File: src/rtl/dl_fpu_issue_sched_if.sv
// dl_fpu_issue_sched_if
//   Bundles the request handshake, the FPU launch/return bus and the
//   response bus of the DLFloat16 issue scheduler.
//   slave  : the scheduler side (takes requests, drives the FPU and responses)
//   master : the environment side (front-end, FPU bank and result consumer)
// Signals:
//   flush                     synchronous drop of all in-flight operations
//   req_valid/req_ready       request handshake
//   req_unit/req_tag/req_op*  unit code, opaque tag, operands
//   fpu_go/fpu_ena/fpu_op*    launch pulse, unit code, operands to the FPU
//   fpu_result/fpu_excep      muxed FPU result and flags
//   rsp_valid/tag/data/flags  registered result pulse
//   idle                      nothing in flight
interface dl_fpu_issue_sched_if #(
    parameter int TAG_W = 4
);
    logic             flush;
    logic             req_valid;
    logic             req_ready;
    logic [3:0]       req_unit;
    logic [TAG_W-1:0] req_tag;
    logic [31:0]      req_op1;
    logic [31:0]      req_op2;
    logic [31:0]      req_op3;
    logic             fpu_go;
    logic [3:0]       fpu_ena;
    logic [31:0]      fpu_op1;
    logic [31:0]      fpu_op2;
    logic [31:0]      fpu_op3;
    logic [31:0]      fpu_result;
    logic [4:0]       fpu_excep;
    logic             rsp_valid;
    logic [TAG_W-1:0] rsp_tag;
    logic [31:0]      rsp_data;
    logic [4:0]       rsp_flags;
    logic             idle;

    modport slave (
        input  flush, req_valid, req_unit, req_tag, req_op1, req_op2, req_op3,
        input  fpu_result, fpu_excep,
        output req_ready, fpu_go, fpu_ena, fpu_op1, fpu_op2, fpu_op3,
        output rsp_valid, rsp_tag, rsp_data, rsp_flags, idle
    );

    modport master (
        output flush, req_valid, req_unit, req_tag, req_op1, req_op2, req_op3,
        output fpu_result, fpu_excep,
        input  req_ready, fpu_go, fpu_ena, fpu_op1, fpu_op2, fpu_op3,
        input  rsp_valid, rsp_tag, rsp_data, rsp_flags, idle
    );
endinterface

File: src/rtl/dl_fpu_issue_sched.sv
// dl_fpu_issue_sched
//   In-order issue scheduler for the DLFloat16 FPU. Accepts one request per
//   cycle, launches it into the shared FPU, reserves the writeback slot of its
//   fixed latency so no two results return in the same cycle, serialises the
//   shared div/sqrt engine, and registers each returning result with its tag.
// Ports:
//   clk    rising-edge clock
//   rst_n  asynchronous active-low reset
//   bus    dl_fpu_issue_sched_if.slave (request, FPU and response buses)
module dl_fpu_issue_sched #(
    parameter int DIV_LAT = 12,
    parameter int TAG_W   = 4
) (
    input  logic                       clk,
    input  logic                       rst_n,
    dl_fpu_issue_sched_if.slave        bus
);

    // slot_q[i]: a result is presented by the FPU i cycles from now, so the
    // response register captures it when it reaches stage 0.
    logic [15:0]             slot_q, slot_d;
    logic [15:0][TAG_W-1:0]  tag_q, tag_d;
    logic [15:0]             ill_q, ill_d;
    logic [3:0]              iter_q, iter_d;
    logic                    rsp_valid_q, rsp_valid_d;
    logic [TAG_W-1:0]        rsp_tag_q, rsp_tag_d;
    logic [31:0]             rsp_data_q, rsp_data_d;
    logic [4:0]              rsp_flags_q, rsp_flags_d;

    logic [3:0] lat, lat_m1;
    logic       is_iter, legal, iter_busy, ready, issue;

    function automatic logic [3:0] lat_of(input logic [3:0] unit);
        case (unit)
            4'd0:       lat_of = 4'd2;
            4'd1:       lat_of = 4'd3;
            4'd2:       lat_of = 4'd4;
            4'd3, 4'd4: lat_of = 4'(DIV_LAT);
            4'd5, 4'd6: lat_of = 4'd1;
            4'd7, 4'd8: lat_of = 4'd2;
            default:    lat_of = 4'd1;   // illegal codes return a flagged dummy
        endcase
    endfunction

    always_comb begin
        lat       = lat_of(bus.req_unit);
        lat_m1    = lat - 4'd1;
        is_iter   = (bus.req_unit == 4'd3) || (bus.req_unit == 4'd4);
        legal     = (bus.req_unit <= 4'd8);
        iter_busy = (iter_q != 4'd0);
        // A bit currently at stage L lands on the new entry's stage after the
        // shift, so it counts as a collision.
        ready     = !bus.flush && !slot_q[lat] && !(is_iter && iter_busy);
        issue     = bus.req_valid && ready;

        slot_d = slot_q >> 1;
        tag_d  = tag_q >> TAG_W;
        ill_d  = ill_q >> 1;
        iter_d = iter_busy ? (iter_q - 4'd1) : 4'd0;

        if (issue) begin
            slot_d[lat_m1] = 1'b1;
            tag_d[lat_m1]  = bus.req_tag;
            ill_d[lat_m1]  = !legal;
            if (is_iter) begin
                iter_d = 4'(DIV_LAT - 1);
            end
        end

        rsp_valid_d = slot_q[0] && !bus.flush;
        rsp_tag_d   = rsp_tag_q;
        rsp_data_d  = rsp_data_q;
        rsp_flags_d = rsp_flags_q;
        if (slot_q[0]) begin
            rsp_tag_d   = tag_q[0];
            rsp_data_d  = ill_q[0] ? 32'd0 : bus.fpu_result;
            rsp_flags_d = ill_q[0] ? 5'b10000 : bus.fpu_excep;
        end

        if (bus.flush) begin
            slot_d = '0;
            tag_d  = '0;
            ill_d  = '0;
            iter_d = '0;
        end
    end

    always_ff @(posedge clk or negedge rst_n) begin
        if (!rst_n) begin
            slot_q      <= '0;
            tag_q       <= '0;
            ill_q       <= '0;
            iter_q      <= '0;
            rsp_valid_q <= 1'b0;
            rsp_tag_q   <= '0;
            rsp_data_q  <= '0;
            rsp_flags_q <= '0;
        end else begin
            slot_q      <= slot_d;
            tag_q       <= tag_d;
            ill_q       <= ill_d;
            iter_q      <= iter_d;
            rsp_valid_q <= rsp_valid_d;
            rsp_tag_q   <= rsp_tag_d;
            rsp_data_q  <= rsp_data_d;
            rsp_flags_q <= rsp_flags_d;
        end
    end

    // Launch is combinational from the request; it is held off while reset
    // is asserted so the FPU never sees a launch the state did not record.
    assign bus.req_ready = ready;
    assign bus.fpu_go    = issue && legal && rst_n;
    assign bus.fpu_ena   = bus.req_unit;
    assign bus.fpu_op1   = bus.req_op1;
    assign bus.fpu_op2   = bus.req_op2;
    assign bus.fpu_op3   = bus.req_op3;
    assign bus.rsp_valid = rsp_valid_q;
    assign bus.rsp_tag   = rsp_tag_q;
    assign bus.rsp_data  = rsp_data_q;
    assign bus.rsp_flags = rsp_flags_q;
    assign bus.idle      = (slot_q == 16'd0) && !iter_busy && !rsp_valid_q;

endmodule
File: src/flat_wrapper.sv
// flat-port wrapper written by rule: the top's interface ports become plain ports
module dl_fpu_issue_sched_flat 
#(
    parameter int DIV_LAT = 12,
    parameter int TAG_W   = 4
)
  (clk, rst_n, bus_flush, bus_req_valid, bus_req_unit, bus_req_tag, bus_req_op1, bus_req_op2, bus_req_op3, bus_fpu_result, bus_fpu_excep, bus_req_ready, bus_fpu_go, bus_fpu_ena, bus_fpu_op1, bus_fpu_op2, bus_fpu_op3, bus_rsp_valid, bus_rsp_tag, bus_rsp_data, bus_rsp_flags, bus_idle);
  dl_fpu_issue_sched_if #(.TAG_W(TAG_W)) bus_i ();
  input  logic clk;
  input  logic rst_n;
  input wire logic [$bits(bus_i.flush)-1:0] bus_flush;
  input wire logic [$bits(bus_i.req_valid)-1:0] bus_req_valid;
  input wire logic [$bits(bus_i.req_unit)-1:0] bus_req_unit;
  input wire logic [$bits(bus_i.req_tag)-1:0] bus_req_tag;
  input wire logic [$bits(bus_i.req_op1)-1:0] bus_req_op1;
  input wire logic [$bits(bus_i.req_op2)-1:0] bus_req_op2;
  input wire logic [$bits(bus_i.req_op3)-1:0] bus_req_op3;
  input wire logic [$bits(bus_i.fpu_result)-1:0] bus_fpu_result;
  input wire logic [$bits(bus_i.fpu_excep)-1:0] bus_fpu_excep;
  output wire logic [$bits(bus_i.req_ready)-1:0] bus_req_ready;
  output wire logic [$bits(bus_i.fpu_go)-1:0] bus_fpu_go;
  output wire logic [$bits(bus_i.fpu_ena)-1:0] bus_fpu_ena;
  output wire logic [$bits(bus_i.fpu_op1)-1:0] bus_fpu_op1;
  output wire logic [$bits(bus_i.fpu_op2)-1:0] bus_fpu_op2;
  output wire logic [$bits(bus_i.fpu_op3)-1:0] bus_fpu_op3;
  output wire logic [$bits(bus_i.rsp_valid)-1:0] bus_rsp_valid;
  output wire logic [$bits(bus_i.rsp_tag)-1:0] bus_rsp_tag;
  output wire logic [$bits(bus_i.rsp_data)-1:0] bus_rsp_data;
  output wire logic [$bits(bus_i.rsp_flags)-1:0] bus_rsp_flags;
  output wire logic [$bits(bus_i.idle)-1:0] bus_idle;
  assign bus_i.flush = bus_flush;
  assign bus_i.req_valid = bus_req_valid;
  assign bus_i.req_unit = bus_req_unit;
  assign bus_i.req_tag = bus_req_tag;
  assign bus_i.req_op1 = bus_req_op1;
  assign bus_i.req_op2 = bus_req_op2;
  assign bus_i.req_op3 = bus_req_op3;
  assign bus_i.fpu_result = bus_fpu_result;
  assign bus_i.fpu_excep = bus_fpu_excep;
  assign bus_req_ready = bus_i.req_ready;
  assign bus_fpu_go = bus_i.fpu_go;
  assign bus_fpu_ena = bus_i.fpu_ena;
  assign bus_fpu_op1 = bus_i.fpu_op1;
  assign bus_fpu_op2 = bus_i.fpu_op2;
  assign bus_fpu_op3 = bus_i.fpu_op3;
  assign bus_rsp_valid = bus_i.rsp_valid;
  assign bus_rsp_tag = bus_i.rsp_tag;
  assign bus_rsp_data = bus_i.rsp_data;
  assign bus_rsp_flags = bus_i.rsp_flags;
  assign bus_idle = bus_i.idle;
  dl_fpu_issue_sched #(.DIV_LAT(DIV_LAT), .TAG_W(TAG_W)) u_core (.clk(clk), .rst_n(rst_n), .bus(bus_i));
endmodule
File: config.mk
export PLATFORM = sky130hd
export DESIGN_NAME = dl_fpu_issue_sched_flat
export DESIGN_NICKNAME = d
export VERILOG_FILES = /design/src/rtl/dl_fpu_issue_sched_if.sv /design/src/rtl/dl_fpu_issue_sched.sv /design/src/flat_wrapper.sv
export SDC_FILE = /design/constraint.sdc
export NUM_CORES = 1
export LEC_CHECK = 0
export ABC_CLOCK_PERIOD_IN_PS = 3700
export CORE_MARGIN = 1
export CORE_UTILIZATION = 44
export DETAILED_ROUTE_END_ITERATION = 12
export PLACE_DENSITY = 0.92
export SKIP_LAST_GASP = 1
export SLEW_MARGIN = 10
export SYNTH_ARGS = -nofsm -noshare
export SYNTH_HDL_FRONTEND = slang
export SYNTH_SLANG_ARGS = --single-unit
export TNS_END_PERCENT = 10
File: constraint.sdc
create_clock -name clk -period 3.7 [get_ports clk]
set_input_delay 0.74 -clock clk [delete_from_list [all_inputs] [get_ports clk]]
set_output_delay 0.74 -clock clk [all_outputs]
set_load 0.05 [all_outputs]
### After elaboration in Yosys (flattened, before gate mapping)

Memories as Yosys holds them, arrays and structs flattened.
Index checks and enable logic that the tools add are counted.

| word-level totals | value |
|---|---|
| register bits after elaboration | 142 |
| bits in read-only memories | 64 |
| output and inout port bits | 145 |
| memories kept | 1 |

| cells by class | value |
|---|---|
| bitwise operators | 1 |
| order comparisons | 4 |
| muxes and demuxes | 20 |
| reduce and logical (&&, ||, !) cells | 19 |
| add/subtract/negate cells | 2 |
| equality and inequality tests | 2 |

Memory list:

| name | words | bits a word | read ports | clocked after memory_dff | write ports | line | text |
|---|---|---|---|---|---|---|---|
| (name not given) | 16 | 4 | 1 | 0 | 0 | dl_fpu_issue_sched.sv:34 | `case (unit)` |

Operators with widths:

| cell | count |
|---|---|
| $mux W64 | 2 |
| $bwmux W64 | 1 |
| $mux W16 | 4 |
| $mux W32 | 1 |
| $mux W4 | 5 |
| $bwmux W16 | 1 |
| $demux W4 S4 | 1 |
| $logic_not A16 Y1 | 1 |
| $or A15 B16 Y16 | 1 |
| $logic_and A1 B1 Y1 | 10 |
| $lt A4 B5 Y1 const B | 2 |
| $sub A4 B1 Y4 const B | 2 |
| $logic_not A1 Y1 | 6 |
| $mux W5 | 1 |
| $bmux W1 S4 | 1 |
| $demux W1 S4 | 1 |
| $eq A4 B2 Y1 const B | 1 |
| $eq A4 B3 Y1 const B | 1 |
| $ge A4 B1 Y1 const B | 1 |
| $le A4 B4 Y1 const B | 1 |
| $reduce_bool A4 Y1 | 1 |
| $mux W1 | 2 |
| $logic_or A1 B1 Y1 | 1 |

### Depth between registers and ports, before layout

Gate-level depths: netlist of the first run.
An unclocked memory read counts as a cell.

| depth | value |
|---|---|
| depth in word-level cells | 9 |
| mapped depth | 10 |
| mapped depth without buffers | 8 |

### Least setup slack after synthesis of the first run

OpenSTA, ideal clock, no wires.

| path | value |
|---|---|
| kind | input port to output port |
| start point | input port bus_req_unit[1] |
| end point | output port bus_fpu_go |
| data arrival time | 3099 ps |
| cell stages on the path | 8 |
| path slack | -139 ps |
| cells stage by stage | inv_1 ha_1 mux2_4 mux2i_4 o211ai_1 a22oi_4 nand3_2 a21oi_1 |

| between the ends | value |
|---|---|
| cells in the longest elaborated chain, start to end | 9 |
| elaborated cells on any way between the ends | 15 |

RTL lines:

| item | line | text |
|---|---|---|
| start: declaration | flat_wrapper.sv:13 | `input wire logic [$bits(bus_i.req_unit)-1:0] bus_req_unit;` |
| $mem_v2 Z16 W4 | n/a |  |
| $bmux W1 S4 | dl_fpu_issue_sched.sv:53 | `ready = !bus.flush && !slot_q[lat] && !(is_iter && iter_busy);` |
| $mux W1 (not written as such) | dl_fpu_issue_sched.sv:53 |  |
| $logic_not A1 Y1 | dl_fpu_issue_sched.sv:53 |  |
| $logic_and A1 B1 Y1 (2 in a row) | dl_fpu_issue_sched.sv:53 |  |
| $logic_and A1 B1 Y1 | dl_fpu_issue_sched.sv:54 | `issue = bus.req_valid && ready;` |
| $logic_and A1 B1 Y1 * (2 in a row) | dl_fpu_issue_sched.sv:113 | `assign bus.fpu_go = issue && legal && rst_n;` |
| end: declaration | flat_wrapper.sv:21 | `output wire logic [$bits(bus_i.fpu_go)-1:0] bus_fpu_go;` |

Mark *: on every way between the ends. The rest lies on a longest branch, timed or not. The select of a mux whose other input is x is not followed.

### Final worst setup path of the first run

| path | value |
|---|---|
| start point | input port bus_req_unit[0] |
| end point | output port bus_req_ready |

| between the ends | value |
|---|---|
| cells in the longest elaborated chain, start to end | 6 |
| elaborated cells on any way between the ends | 11 |

RTL lines:

| item | line | text |
|---|---|---|
| $mem_v2 Z16 W4 | n/a |  |
| $bmux W1 S4 | dl_fpu_issue_sched.sv:53 |  |
| $mux W1 (not written as such) | dl_fpu_issue_sched.sv:53 |  |
| $logic_not A1 Y1 | dl_fpu_issue_sched.sv:53 |  |
| $logic_and A1 B1 Y1 | dl_fpu_issue_sched.sv:53 |  |
| $logic_and A1 B1 Y1 * | dl_fpu_issue_sched.sv:53 |  |
| end: declaration | flat_wrapper.sv:20 | `output wire logic [$bits(bus_i.req_ready)-1:0] bus_req_ready;` |

Marked as above.

==> results.py, run 1 <==
metrics = {
    "die": {
        "initial_core_util": 0.4535,
        "row_count": 46,
        "fp.coreArea_sq_um": 15940,
        "die_area_sq_um": 16950,
        "die_height_um": 130.2,
        "boundaryPins": 290,
        "die_w_um": 130.2,
    },
    "finish": {
        "diodes": 0,
        "flow.area_growth_from_synthesis_pct": 17.06,
        "utilization_of_the_core_after_routing": 0.5308,
        "nNetsFinal": 848,
        "layout-drive-gt1-share": 0.1310,
    },
    "clock_tree": {
        "cts.htree.levels": 4,
        "cts_buffers": 17,
        "clock-root-buffer": "sky130_fd_sc_hd__clkbuf_16",
        "clock_tree_from_tritoncts": "done",
        "clkSinkCount": 142,
        "cts.clk_slew.worst_paths_ns": 0.06,
        "clockBufferDepth": 2,
        "clk_latency_ns": 0.42,
    },
    "timing": {
        "maxSlewViolCount": 0,
        "holdWs_ns": 0.2380,
        "post-route-period-util": 0.9799,
        "post-route-min-period_ns": 3.626,
        "finClkSkew_ns": 0.01037,
        "hold_viol_final": 0,
        "worst_slew_pin_slew_ns": 0.7541,
        "relSlewSlack": 0.4973,
        "rsz0062_at_grt": "true",
        "setup_viol": 0,
        "fmax_mhz": 275.8,
    },
    "worst_setup_path": {
        "critical_path.startpoint_type": "input pin",
        "worst-setup-path-type": "in -> out",
        "timing.critical_path.arrival_ns": 2.89,
        "critical_path_peak_fanout": 5,
        "worst_ep_required_time_ns": 2.96,
        "crit_path_end_kind": "output port",
    },
    "synth": {
        "postSynthNetCount": 841,
        "synth_edf_count": 0,
        "yosysTopAreaCell": "sky130_fd_sc_hd__dfrtp_1",
        "synth.avg_cell_area_sq_um": 10.46,
        "syn_area_sq_um": 7229,
        "yosysWarningCount": 0,
        "synth_seq_cells": 142,
        "ys_seq_area_frac": 0.4915,
        "syn_inst": 691,
        "synth.top_cell.area_share": 0.4915,
        "async_reset_ff_frac": 1.000,
        "synthTopCellsByCount": "142 x sky130_fd_sc_hd__dfrtp_1, 100 x sky130_fd_sc_hd__buf_4, 59 x sky130_fd_sc_hd__nand2b_1",
        "yosys.cell_types.count": 57,
        "yosys_most_used_dff": "sky130_fd_sc_hd__dfrtp_1",
        "top_cells_by_area_synth": "sky130_fd_sc_hd__dfrtp_1 49%, sky130_fd_sc_hd__buf_4 10%, sky130_fd_sc_hd__mux2i_1 7.8%",
        "post-synth-top-count-cell": "sky130_fd_sc_hd__dfrtp_1",
    },
    "detailed_routing": {
        "route.final.wire_length_mm": 17.20,
        "detail_route.first_pass.iterations": 5,
        "wl_per_cell_um": 18.57,
        "drtIter0Drc": 256,
        "drtAntennaViolNets": 0,
        "vias": 4806,
        "vias_per_cell": 5.190,
        "remaining_design_rule_violation_count": 0,
    },
    "pwr": {
        "max-vdd-ir-drop_mv": 0.4839,
        "total_leakage_power_nw": 4.007,
        "report.power.total_mw": 4.900,
        "cellPowerDensity_nw_per_um2": 579.0,
    },
    "grt": {
        "grt_first_pass_wirelength_mm": 25.99,
        "initial_antenna_violation_count": 0,
        "first_global_vias": 4760,
        "grt_max_degree": 78,
        "track_usage": 0.2095,
        "grt.overflow.total": 0,
    },
    "outcome": {
        "result_of_the_run": "complete, no violations",
    },
    "placed_design": {
        "io_buffer_count": 97,
        "detailed_place_hpwl_mm": 12.29,
        "gpl.final_weighted_congestion": 0.8897,
    },
    "worst_hold_path": {
        "kind_of_path_behind_the_tightest_hold_check": "in -> async",
    },
    "job": {
        "cap_violations": 0,
    },
}
-- flip-flops by register name, indices dropped and copies added (netlist names) --
register / flops
u_core.tag_q: 64
u_core.bus.rsp_data: 32
u_core.ill_q: 16
u_core.slot_q: 16
u_core.bus.rsp_flags: 5
u_core.bus.rsp_tag: 4
u_core.iter_q: 4
u_core.bus.rsp_valid: 1
-- cells in the final DEF, fill, tap and decap left out, types with 17 or more instances in the layout --
cell type                         Yosys  routed
sky130_fd_sc_hd__a21oi_1             23      21
sky130_fd_sc_hd__buf_4              100      24
sky130_fd_sc_hd__clkbuf_16            0      17
sky130_fd_sc_hd__clkdlybuf4s50_1      0      93
sky130_fd_sc_hd__dfrtp_1            142     141
sky130_fd_sc_hd__inv_1               56      55
sky130_fd_sc_hd__mux2i_1             56      54
sky130_fd_sc_hd__nand2_1             21      21
sky130_fd_sc_hd__nand2b_1            59      59
sky130_fd_sc_hd__nand3b_1            32      32
sky130_fd_sc_hd__nor2b_1             21      21
sky130_fd_sc_hd__o21ai_0             43      43
-- stage by stage --
| step | setup WS, ns | instances | area, sq um | TNS (ns) |
|---|---|---|---|---|
| after floorplan | -0.009926 | 691 | 7233 | -0.009926 |
| after global placement | -0.03060 | 894 | 7794 | -0.03112 |
| after detailed placement | -0.03323 | 894 | 7794 | -0.06255 |
| after CTS | -0.04714 | 925 | 8424 | -0.04714 |
| after global routing | -0.04515 | 926 | 8463 | -0.08085 |
| final | 0.07422 | 926 | 8463 | 0 |
-- what timing repair did --
item,4_1_cts,5_1_grt
hold buffers,0,0
endpoints found under the setup margin,2,3
resized for setup,1,6
buffers inserted,0,1
pin swaps,0,5
-- worst max-delay path, cell delays in order --
cell and delay (ns):
sky130_fd_sc_hd__clkdlybuf4s50_1 0.42, sky130_fd_sc_hd__buf_4 0.16, sky130_fd_sc_hd__ha_1 0.20, sky130_fd_sc_hd__mux2_4 0.32, sky130_fd_sc_hd__mux2i_4 0.16, sky130_fd_sc_hd__o211ai_1 0.16, sky130_fd_sc_hd__a22oi_4 0.23, sky130_fd_sc_hd__nand2_1 0.10
sky130_fd_sc_hd__a21oi_2 0.22, sky130_fd_sc_hd__buf_12 0.17
-- layout make-up --
type,count,area (sq um)
Clock buffer,20,446.7
Clock inverter,11,180.2
Fill cell,1376,7480
Inverter,57,214.0
Multi-Input combinational cell,358,2610
Sequential cell,142,3555
Tap cell,216,270.3
Timing Repair Buffer,122,1187
-- cell families (layout without fill, tap and decap cells) --
group                      Yosys count  count (layout)  share of synthesized area
buffers and inverters              191             210                     0.1528
DFF                                142             142                     0.4915
adders and majority gates            5               5                   0.008654
other                                1               1                  0.0005187
AOI/OAI and AO/OA                   94              94                    0.08117
muxes                               65              65                    0.09467
and+or+nand+nor                    193             193                     0.1706
-- report_power, final --
| part | internal, mW | switching, mW |
|---|---|---|
| sequential | 1.70 | 0.0985 |
| combinational | 0.436 | 0.852 |
| clock | 1.15 | 0.657 |
| total | 3.29 | 1.61 |
-- metal layers --
layer  GRT usage  up-vias  share of wire
met4     0.06772        2          0.020
met5     0.02353        -         0.0022
li1            -     2197              -
met2      0.3498      181           0.49
met1      0.2453     2387           0.41
met3     0.08118       39          0.074
-- path summary, 6_finish.rpt --
check | start | to | slack, ns | cells after the start
setup reg to reg | u_core.iter_q[1] | u_core.ill_q[11] | 1.49 | 6
min in group clk | u_core.tag_q[36] | u_core.tag_q[32] | 0.46 | 1
max in group asynchronous | rst_n | u_core.slot_q[0] | 2.30 | 2
hold reg to reg | u_core.tag_q[36] | u_core.tag_q[32] | 0.46 | 1
setup / recovery | bus_req_unit[0] | bus_req_ready | 0.07 | 10
hold / removal | rst_n | u_core.tag_q[58] | 0.24 | 1
No activity file was read; power rests on OpenSTA's default activity.
==> run 2: changes to the inputs <==
--- a/config.mk
+++ b/config.mk
@@ -6,7 +6,6 @@
 export NUM_CORES = 1
 export LEC_CHECK = 0
 export ABC_CLOCK_PERIOD_IN_PS = 3700
-export CORE_MARGIN = 1
 export CORE_UTILIZATION = 44
 export DETAILED_ROUTE_END_ITERATION = 12
 export PLACE_DENSITY = 0.92
==> results of run 2 <==
Same layout as run 1: the final DEF is identical, and so are final timing and power.
==> run 3: changes to the inputs <==
--- a/config.mk
+++ b/config.mk
@@ -7,6 +7,7 @@
 export LEC_CHECK = 0
 export ABC_CLOCK_PERIOD_IN_PS = 3700
 export CORE_UTILIZATION = 44
+export CTS_CLUSTER_DIAMETER = 50
 export DETAILED_ROUTE_END_ITERATION = 12
 export PLACE_DENSITY = 0.92
 export SKIP_LAST_GASP = 1
==> results of run 3 <==
Same layout as run 1: the final DEF is identical, and so are final timing and power.
==> RTL change, RTL diff (settings of run 3) <==
Make the reset (`rst_n`) synchronous in one clocked block. Comments in the files are not updated.
--- a/src/rtl/dl_fpu_issue_sched.sv
+++ b/src/rtl/dl_fpu_issue_sched.sv
@@ -87,3 +87,3 @@
 
-    always_ff @(posedge clk or negedge rst_n) begin
+    always_ff @(posedge clk) begin
         if (!rst_n) begin
Check against the original RTL: differs if rst_n is asserted again (counterexample within 4 cycles, from zero or initial values and one cycle with rst_n low); with rst_n held inactive, the same outputs for 4 cycles.
==> RTL change against run 3 <==
Design area down 8.5%; register-to-register slack worse by 0.47 ns; synthesized area down 12%; setup slack worse by 0.0041 ns; clock skew down 0.0017 ns; global-route usage down 0.69 points; sequential share of layout area down 5.3 points; sequential cell count unchanged; routed wire length down 13%; largest cell class unchanged; critical endpoint is now bus_fpu_go.
Power is not compared: it rests on default switching activity, and its combinational part moved more than twofold at a synthesized area within 25%.
==> RTL change: results (changes against run 3) <==
Outcome:
- The run finished with clean final reports.

Timing:
- The worst clock skew is 0.008672 ns (-0.001696 ns).
- The worst hold slack across all endpoints came to 0.4244 ns (+0.1865 ns).

Synthesis:
- In the synthesized netlist the dominant register cell turns out to be sky130_fd_sc_hd__dfxtp_1.
- The async set-or-reset flop fraction in the synthesized netlist is 0 (-1.000).
- The synthesized instance count was 675 (-2.3%).
- The complex-gate fraction of the synthesized area is 0.08650 (+0.005327).
- The commonest cells after synthesis are sky130_fd_sc_hd__dfxtp_1 (142), sky130_fd_sc_hd__buf_4 (101), sky130_fd_sc_hd__nor2b_1 (79), sky130_fd_sc_hd__nand2_1 (64), sky130_fd_sc_hd__mux2i_1 (62).
- The number of different library cells in the post-synthesis netlist came to 59 (+3.5%).
- The mux cell area share after synthesis was 0.1045 (+0.009832).
- The fraction of the yosys area taken by sequential cells is 0.4446 (-0.04690).

Detailed routing:
- The detailed-route wire length on metal 1 is 6.524 mm (-7.4%).

Critical path:
- The count of cells along the worst register-to-register path came to 10 (+4).
- In this run the worst setup path terminates at bus_fpu_go.
- The delay contributed by the slowest stage of the critical path is 0.45 ns (+0.03 ns).
- The critical path's slowest cell is sky130_fd_sc_hd__a2111oi_4.
- The family with the most delay on the worst path is compound AO/OA/AOI/OAI gates.

Global routing:
- The global routing met2 resource utilization is 0.2876 (-0.06224).
- The met3 usage in global routing was 0.1018 (+0.02058).
- The largest net degree at the start of global routing is 48 (-38%).

Layout:
- The ratio of cells with drive above 1 in the final layout was 0.1720 (+0.04104).
- The layout net count is 851 (+0.35%).

Place:
- The placed standard-cell area came to 0.007042 mm² (-9.6%).
- The setup slack after placement was -0.2925 ns (-0.2593 ns).
- The last weighted congestion value of the routability-driven placer came to 0.9111 (+2.4%).
## RTL change: stage by stage
| step | setup TNS, ns | util |
|---|---|---|
| floorplan | 0 | - |
| global placement | -0.3568 | 0.5015 |
| detailed placement | -0.6194 | 0.5015 |
| CTS | 0 | 0.5488 |
| global route | 0 | 0.5512 |
| finish | 0 | 0.5512 |
## RTL change: cells by family after synthesis
kind of cell,count (synthesis)
AO/OA/AOI/OAI,80
flip-flops,142
buffers and inverters,152
AND/OR/NAND/NOR,231
adder cells (fa/ha/maj),4
multiplexers,65
other,1
## RTL change: repair_timing
item / CTS / global route
setup buffers: 4 / 1
resized for setup: 15 / 5
setup endpoints to repair: 2 / 2
pin swaps: 5 / 5
## RTL change: layout make-up
type	instances	area, µm²
clock buffer	18	439.2
sequential	142	2844
timing repair buffer	142	1348
multi-input combinational	381	2664
clock inverter	14	152.6
fill	1189	6302
tap	180	225.2
inverter	18	67.56
